<file path="src/rtl/reg_write_arbiter_pkg.sv">
// rtl/reg_write_arbiter_pkg.sv - shared FSM encoding and default sizing for the register write arbiter
package reg_write_arbiter_pkg;

    localparam int DEF_N = 4;
    localparam int DEF_W = 8;

    typedef enum logic [1:0] {
        IDLE  = 2'd0,
        GRANT = 2'd1,
        DONE  = 2'd2
    } state_t;

endpackage

</file>
<file path="src/rtl/en_reg.sv">
// rtl/en_reg.sv - W-bit storage register with synchronous reset and load enable
module en_reg #(
    parameter int W = 8
) (
    input  logic         clk,
    input  logic         reset,
    input  logic         en,
    input  logic [W-1:0] d,
    output logic [W-1:0] q
);

    always_ff @(posedge clk) begin
        if (reset) begin
            q <= '0;
        end else if (en) begin
            q <= d;
        end
    end

endmodule

</file>
<file path="src/rtl/reg_write_arbiter.sv">
// rtl/reg_write_arbiter.sv - round-robin arbiter serialising N requesters onto one shared register
module reg_write_arbiter
    import reg_write_arbiter_pkg::*;
#(
    parameter int N = DEF_N,
    parameter int W = DEF_W
) (
    input  logic                 clk,
    input  logic                 reset,
    input  logic [N-1:0]         req,
    input  logic [N*W-1:0]       data_in,
    output logic [N-1:0]         gnt,
    output logic [N-1:0]         ack,
    output logic [W-1:0]         q,
    output logic [$clog2(N)-1:0] owner,
    output logic                 busy
);

    localparam int PW = $clog2(N);

    state_t        state;
    logic [PW-1:0] ptr;
    logic [PW-1:0] win;
    logic [PW-1:0] pick;
    logic [PW-1:0] cand;
    logic          found;
    logic          q_en;
    logic [W-1:0]  slice [N];

    for (genvar i = 0; i < N; i++) begin : g_slice
        assign slice[i] = data_in[i*W +: W];
    end

    // Search starts just after the last winner, so the last winner ranks lowest.
    always_comb begin
        found = 1'b0;
        pick  = ptr;
        cand  = '0;
        for (int off = 1; off <= N; off++) begin
            cand = PW'((int'(ptr) + off) % N);
            if (!found && req[cand]) begin
                found = 1'b1;
                pick  = cand;
            end
        end
    end

    assign q_en = (state == GRANT);
    assign busy = (state != IDLE);

    en_reg #(.W(W)) u_q (
        .clk   (clk),
        .reset (reset),
        .en    (q_en),
        .d     (slice[win]),
        .q     (q)
    );

    always_ff @(posedge clk) begin
        if (reset) begin
            state <= IDLE;
            gnt   <= '0;
            ack   <= '0;
            owner <= '0;
            win   <= '0;
            ptr   <= PW'(N - 1);
        end else begin
            case (state)
                IDLE: begin
                    ack <= '0;
                    gnt <= '0;
                    if (found) begin
                        win   <= pick;
                        gnt   <= {{(N-1){1'b0}}, 1'b1} << pick;
                        state <= GRANT;
                    end
                end
                GRANT: begin
                    gnt   <= '0;
                    ack   <= {{(N-1){1'b0}}, 1'b1} << win;
                    owner <= win;
                    state <= DONE;
                end
                DONE: begin
                    ack   <= '0;
                    ptr   <= win;
                    state <= IDLE;
                end
                default: begin
                    gnt   <= '0;
                    ack   <= '0;
                    state <= IDLE;
                end
            endcase
        end
    end

endmodule

</file>
<file path="config.mk">
export PLATFORM = sky130hd
export DESIGN_NAME = reg_write_arbiter
export DESIGN_NICKNAME = d
export VERILOG_FILES = /design/src/rtl/reg_write_arbiter_pkg.sv /design/src/rtl/en_reg.sv /design/src/rtl/reg_write_arbiter.sv
export SDC_FILE = /design/constraint.sdc
export NUM_CORES = 1
export LEC_CHECK = 0
export ABC_CLOCK_PERIOD_IN_PS = 4300
export CORE_ASPECT_RATIO = 1.25
export CORE_MARGIN = 2
export CORE_UTILIZATION = 43
export DETAILED_ROUTE_END_ITERATION = 12
export MAX_ROUTING_LAYER = met4
export PLACE_DENSITY = 0.91
export SYNTH_ARGS = -nofsm -noshare
export SYNTH_HDL_FRONTEND = slang
export SYNTH_SLANG_ARGS = --single-unit
</file>
<file path="constraint.sdc">
create_clock -name clk -period 4.3 [get_ports clk]
set_clock_uncertainty 0.2 [all_clocks]
set_input_delay 0.86 -clock clk [delete_from_list [all_inputs] [get_ports clk]]
set_output_delay 0.86 -clock clk [all_outputs]
set_load 0.02 [all_outputs]
</file>
After elaboration in Yosys (flattened, before gate mapping):

Cells that the tools add are included.

* $add $sub $neg: 4
* muxes and demuxes: 23
* equality and inequality tests: 3
* bitwise logic cells: 2
* shift-type cells: 2
* reduce and logical (&&, ||, !) cells: 10
* order comparisons: 5

Operators with widths (number)
* $bmux W8 S2: 1
* $mux W8: 2
* $lt A2 B3 Y1 const B: 4
* $mux W2: 5
* $bmux W1 S2: 4
* $mux W1: 8
* $pmux W4 S2: 1
* $shl A1 B2 Y4 const A: 2
* $add A2 B1 Y2 const B: 2
* $add A2 B2 Y2 const B: 2
* $mux W4: 1
* $pmux W2 S2: 1
* $ge A3 B3 Y1 const B: 1
* $logic_and A1 B1 Y1: 3
* $logic_not A1 Y1: 3
* $not A2 Y3: 1
* $eq A2 B1 Y1 const B: 1
* $eq A2 B2 Y1 const B: 1
* $logic_not A2 Y1: 1
* $ne A2 B2 Y1 const B: 1
* $reduce_and A2 Y1: 1
* $reduce_bool A2 Y1: 1
* $reduce_or A2 Y1: 1
* $not A1 Y1: 1

* bits in registers: 24
* output and inout port bits: 19

Logic depth before layout (Yosys ltp):

* depth in word-level cells: 16
* depth in mapped cells: 5
* gate-level depth less buffers: 5

Hierarchy:

Synthesis repeated with hierarchy kept, for this count alone.

* cells, all modules: 104
* area total of the unflattened synthesis: 1127.3 um2

Modules (own cells, without submodules)
* reg_write_arbiter: area each 842.1 um2, cells each 78, times used 1, sequential area each 320.3 um2
* en_reg: area each 285.3 um2, cells each 26, times used 1, sequential area each 160.2 um2

Worst setup path after synthesis:

OpenSTA, ideal clock, no wires.

* kind: input -> register
* start point: input port req[1]
* end point: register gnt[1]
* path buffers: 0
* setup slack: 2403 ps
* data required time: 3983 ps
* data arrival time: 1580 ps
* stages: 5
* cells stage by stage: nor4_4 > nor2_2 > nand2_4 > inv_2 > a32o_1

* word-level cells in the longest chain between the ends: 15
* elaborated cells on any way between the ends: 25

Ends and longest elaborated chain
* from (decl): line reg_write_arbiter.sv:10 `input logic [N-1:0] req,`
* $bmux W1 S2: line reg_write_arbiter.sv:41 `if (!found && req[cand]) begin`
* $mux W1 (not written as such): line reg_write_arbiter.sv:41
* $mux W1: line reg_write_arbiter.sv:41
* $logic_not A1 Y1: line reg_write_arbiter.sv:41
* $logic_and A1 B1 Y1: line reg_write_arbiter.sv:41
* $mux W1: line reg_write_arbiter.sv:41
* $logic_not A1 Y1: line reg_write_arbiter.sv:41
* $logic_and A1 B1 Y1: line reg_write_arbiter.sv:41
* $mux W1: line reg_write_arbiter.sv:41
* $logic_not A1 Y1: line reg_write_arbiter.sv:41
* $logic_and A1 B1 Y1: line reg_write_arbiter.sv:41
* $mux W2: line reg_write_arbiter.sv:41
* $shl A1 B2 Y4: line reg_write_arbiter.sv:74 `gnt <= {{(N-1){1'b0}}, 1'b1} << pick;`
* $mux W4 (*): line reg_write_arbiter.sv:72 `if (found) begin`
* $pmux W4 S2 (*): line reg_write_arbiter.sv:68 `case (state)`
* to (signal assigned): line reg_write_arbiter.sv:74
* to (decl): line reg_write_arbiter.sv:12 `output logic [N-1:0] gnt,`

Mark *: on every way between the ends. The rest lies on a longest branch, timed or not. The select of a mux whose other input is x is not followed.
A chain may end at the register's enable or synchronous reset.

Final worst setup path:

* start point: register state[1]
* end point: output port busy

* word-level cells in the longest chain between the ends: 1

Ends and longest elaborated chain
* from (decl): line reg_write_arbiter.sv:21 `state_t state;`
* from (signal assigned): line reg_write_arbiter.sv:61 `state <= IDLE;`
* from (signal assigned): line reg_write_arbiter.sv:75 `state <= GRANT;`
* from (signal assigned): line reg_write_arbiter.sv:82 `state <= DONE;`
* $reduce_bool A2 Y1: line reg_write_arbiter.sv:49 `assign busy = (state != IDLE);`
* to (decl): line reg_write_arbiter.sv:16 `output logic busy`

Every way passes these cells.

==> results.md <==
* Outcome: finished, final reports clean
* Commonest cells post-synth: nand2_1 (29), dfxtp_1 (24), a21oi_1 (14)
* Die Y-Extent at 62.44 um
* Seq/Total Area, Yosys at 40.89%
* Hold Crit Class: register to register
* Worst setup SP type: register
* Worst EP required at 3240 ps
* Antenna violations before repair at 0
* GR Overflow Total at 0
* Final ANT Viol Nets at 0
* Finished Cell Area at 1765 um^2
* Initial core utilization at 44.71%
* Clock group share of total power at 22.2%
* 1st-iter DRT viols at 21
* Post-synthesis async set-or-reset flop share at 0%
* I/O pins at 57
* Routed WL at 2.970 mm
* Die area at 3169 um^2
* Yosys warns at 0
* Main flop type after synthesis: dfxtp_1
* Pint at 375.1 uW
* Pre-antenna DRT Iters at 4
* RSZ-0062 raised after global routing: false
* Remaining DRCs at 0
* Htree depth at 1
* Share of layout cells above drive strength 1 at 9.884%
* Post-synth top area share at 40.89%
* Crit share post-route at 59.80%
* Worst setup EP type: primary output
* Routed WL per cell at 14.42 um
* Switching power at 146.6 uW
* Setup Buffers After CTS at 0
* Max Cap Viol at 0
* CP max stage delay at 640 ps
* CP arrival at 1510 ps
* Max Transition Viols Final at 0
* Worst Tran Pin Value at 753.9 ps
* PD cells at 295.5 nW/um^2
* Total Neg Setup Slack at 0 ps
* Vias per inst at 5.369
* Vias in the first global route at 1095
* Synth Net Count at 157
* Internal reg-to-reg setup slack at 2370 ps
* Max Fclk at 388.9 MHz
* Post-synthesis register bit count at 24
* P_leak at 0.6588 nW
* Cell Area, Synth at 1175 um^2
* CTS max path bufs at 2
* Post-cts resize count at 0
* DP HPWL at 2.309 mm
* RePlAce Congestion at 0.8042
* Fin nets at 211
* Hold Vio Cnt, Final at 0
* Site Rows at 21
* Slowest stage cell, crit path: clkdlybuf4s50_1
* Total track usage at 19.77%
* Gate power share at 28.5%
* Yosys cell types at 36
* Crit Path Category: register to primary output
* Detailed-route via count at 1106
* CP max FO at 4
* Tmin final at 2571 ps
* DP Area at 1729 um^2
* Core area at 2628 um^2
* CTS buffer count at 3
* Pin count of the biggest net entering global routing at 17
* Antenna diodes at 0
* Seq pwr share at 49.3%
* Clock Sinks at 24
* Worst R2R Path Depth at 3
* Top post-synthesis cells by area: dfxtp_1 (41%), mux4_1 (11%), nand2_1 (9.3%), a21oi_1 (6.0%), mux4_2 (5.8%)
* CTS clk-pin slew, worst paths at 120 ps
* Top-count cell post-synth: nand2_1
* Post-Syn Instances at 119
* Die Width at 50.75 um
* First-pass GRT wire length at 4.740 mm
* Root Buffer: clkbuf_4
* Max-slew headroom at 49.64%
* Final setup fails at 0
* Fin cells at 206
* Synth-to-layout area growth at 50.27%
* PortBufs at 56
* Cells after DPL at 202
* Post-synth EDFFs at 0
* Clk_lat worst skew at 300 ps
* Synth area leader: dfxtp_1
* Hold buffer count at cts at 0
* Worst vdd ir at 0.1740 mV
* Synth Area per Inst at 9.873 um^2
* CTS tree: built
* Crit path cell chain: or2_1, clkdlybuf4s50_1
* Cell depth of the worst hold path at 2
* Sw frac at 28.10%
[cells in the final DEF (no fill, tap or decap), types with 2 or more instances in the layout]
| cell | instances |
|---|---|
| mux4_1 | 5 |
| clkbuf_4 | 3 |
| a21oi_1 | 14 |
| nor2_1 | 4 |
| clkdlybuf4s50_1 | 56 |
| dfxtp_1 | 24 |
| inv_1 | 2 |
| o21ai_0 | 2 |
| mux4_2 | 3 |
| nand2_1 | 29 |
| o31ai_2 | 2 |
| nand2b_1 | 4 |
| nor2b_1 | 2 |
[kinds of logic (layout without fill, tap and decap cells)]
group / count (synthesis) / count (layout) / share of synthesized area (%)
compound gates: 24 / 24 / 13.42
mux: 9 / 9 / 17.78
simple gates: 52 / 52 / 22.79
buf+inv: 10 / 63 / 5.111
flops: 24 / 24 / 40.89
[per-stage QoR]
step	total power, mW	hold slack (ps)	setup slack (ps)	utilization [%]
finish	0.5217	269.7	1729	67.19
global route	0.5467	282.7	1651	67.19
CTS	0.5235	271.0	1731	67.19
detailed placement	0.4101	253.4	1658	65.81
global placement	0.4035	241.3	1722	65.81
floorplan	0.3433	312.7	2403	-
[area by class of cell]
| type | count | area, um^2 |
|---|---|---|
| Clock buffer | 4 | 36.28 |
| Fill cell | 182 | 862.1 |
| Inverter | 3 | 11.26 |
| Multi-Input combinational cell | 85 | 634.4 |
| Sequential cell | 24 | 480.5 |
| Tap cell | 34 | 42.54 |
| Timing Repair Buffer | 56 | 560.5 |
[worst max-delay path: cells and delay by family, from the launching register on]
kind / cells / cell delay (ps)
DFF: 1 / 390
and+or+nand+nor: 1 / 180
buffers and inverters: 1 / 640
[path summary, 6_finish.rpt]
kind / start / end
hold / removal: u_q.q[3] / u_q.q[3]
hold reg to reg: u_q.q[3] / u_q.q[3]
setup / recovery: state[1] / busy
setup reg to reg: win[0] / u_q.q[5]
[registers in the layout (all words and copies together), names as in the netlist]
name   flops
gnt        4
ack        4
ptr        2
owner      2
win        2
u_q.q      8
state      2
[per-layer routing]
metal,GRT usage (%),part of all wire [%]
met4,6.081,1.3
met3,3.110,3.9
met2,36.84,54
met1,20.74,41
met5,-,0
[power by group through the flow]
stage	registers, mW	clock network, mW	logic (mW)
5_1_grt	0.260	0.127	0.160
3_3_place_gp	0.261	0	0.143
4_1_cts	0.257	0.117	0.149
6_report	0.257	0.116	0.149
2_1_floorplan	0.265	0	0.0780
3_5_place_dp	0.262	0	0.148
(Power assumes the default switching activity.)
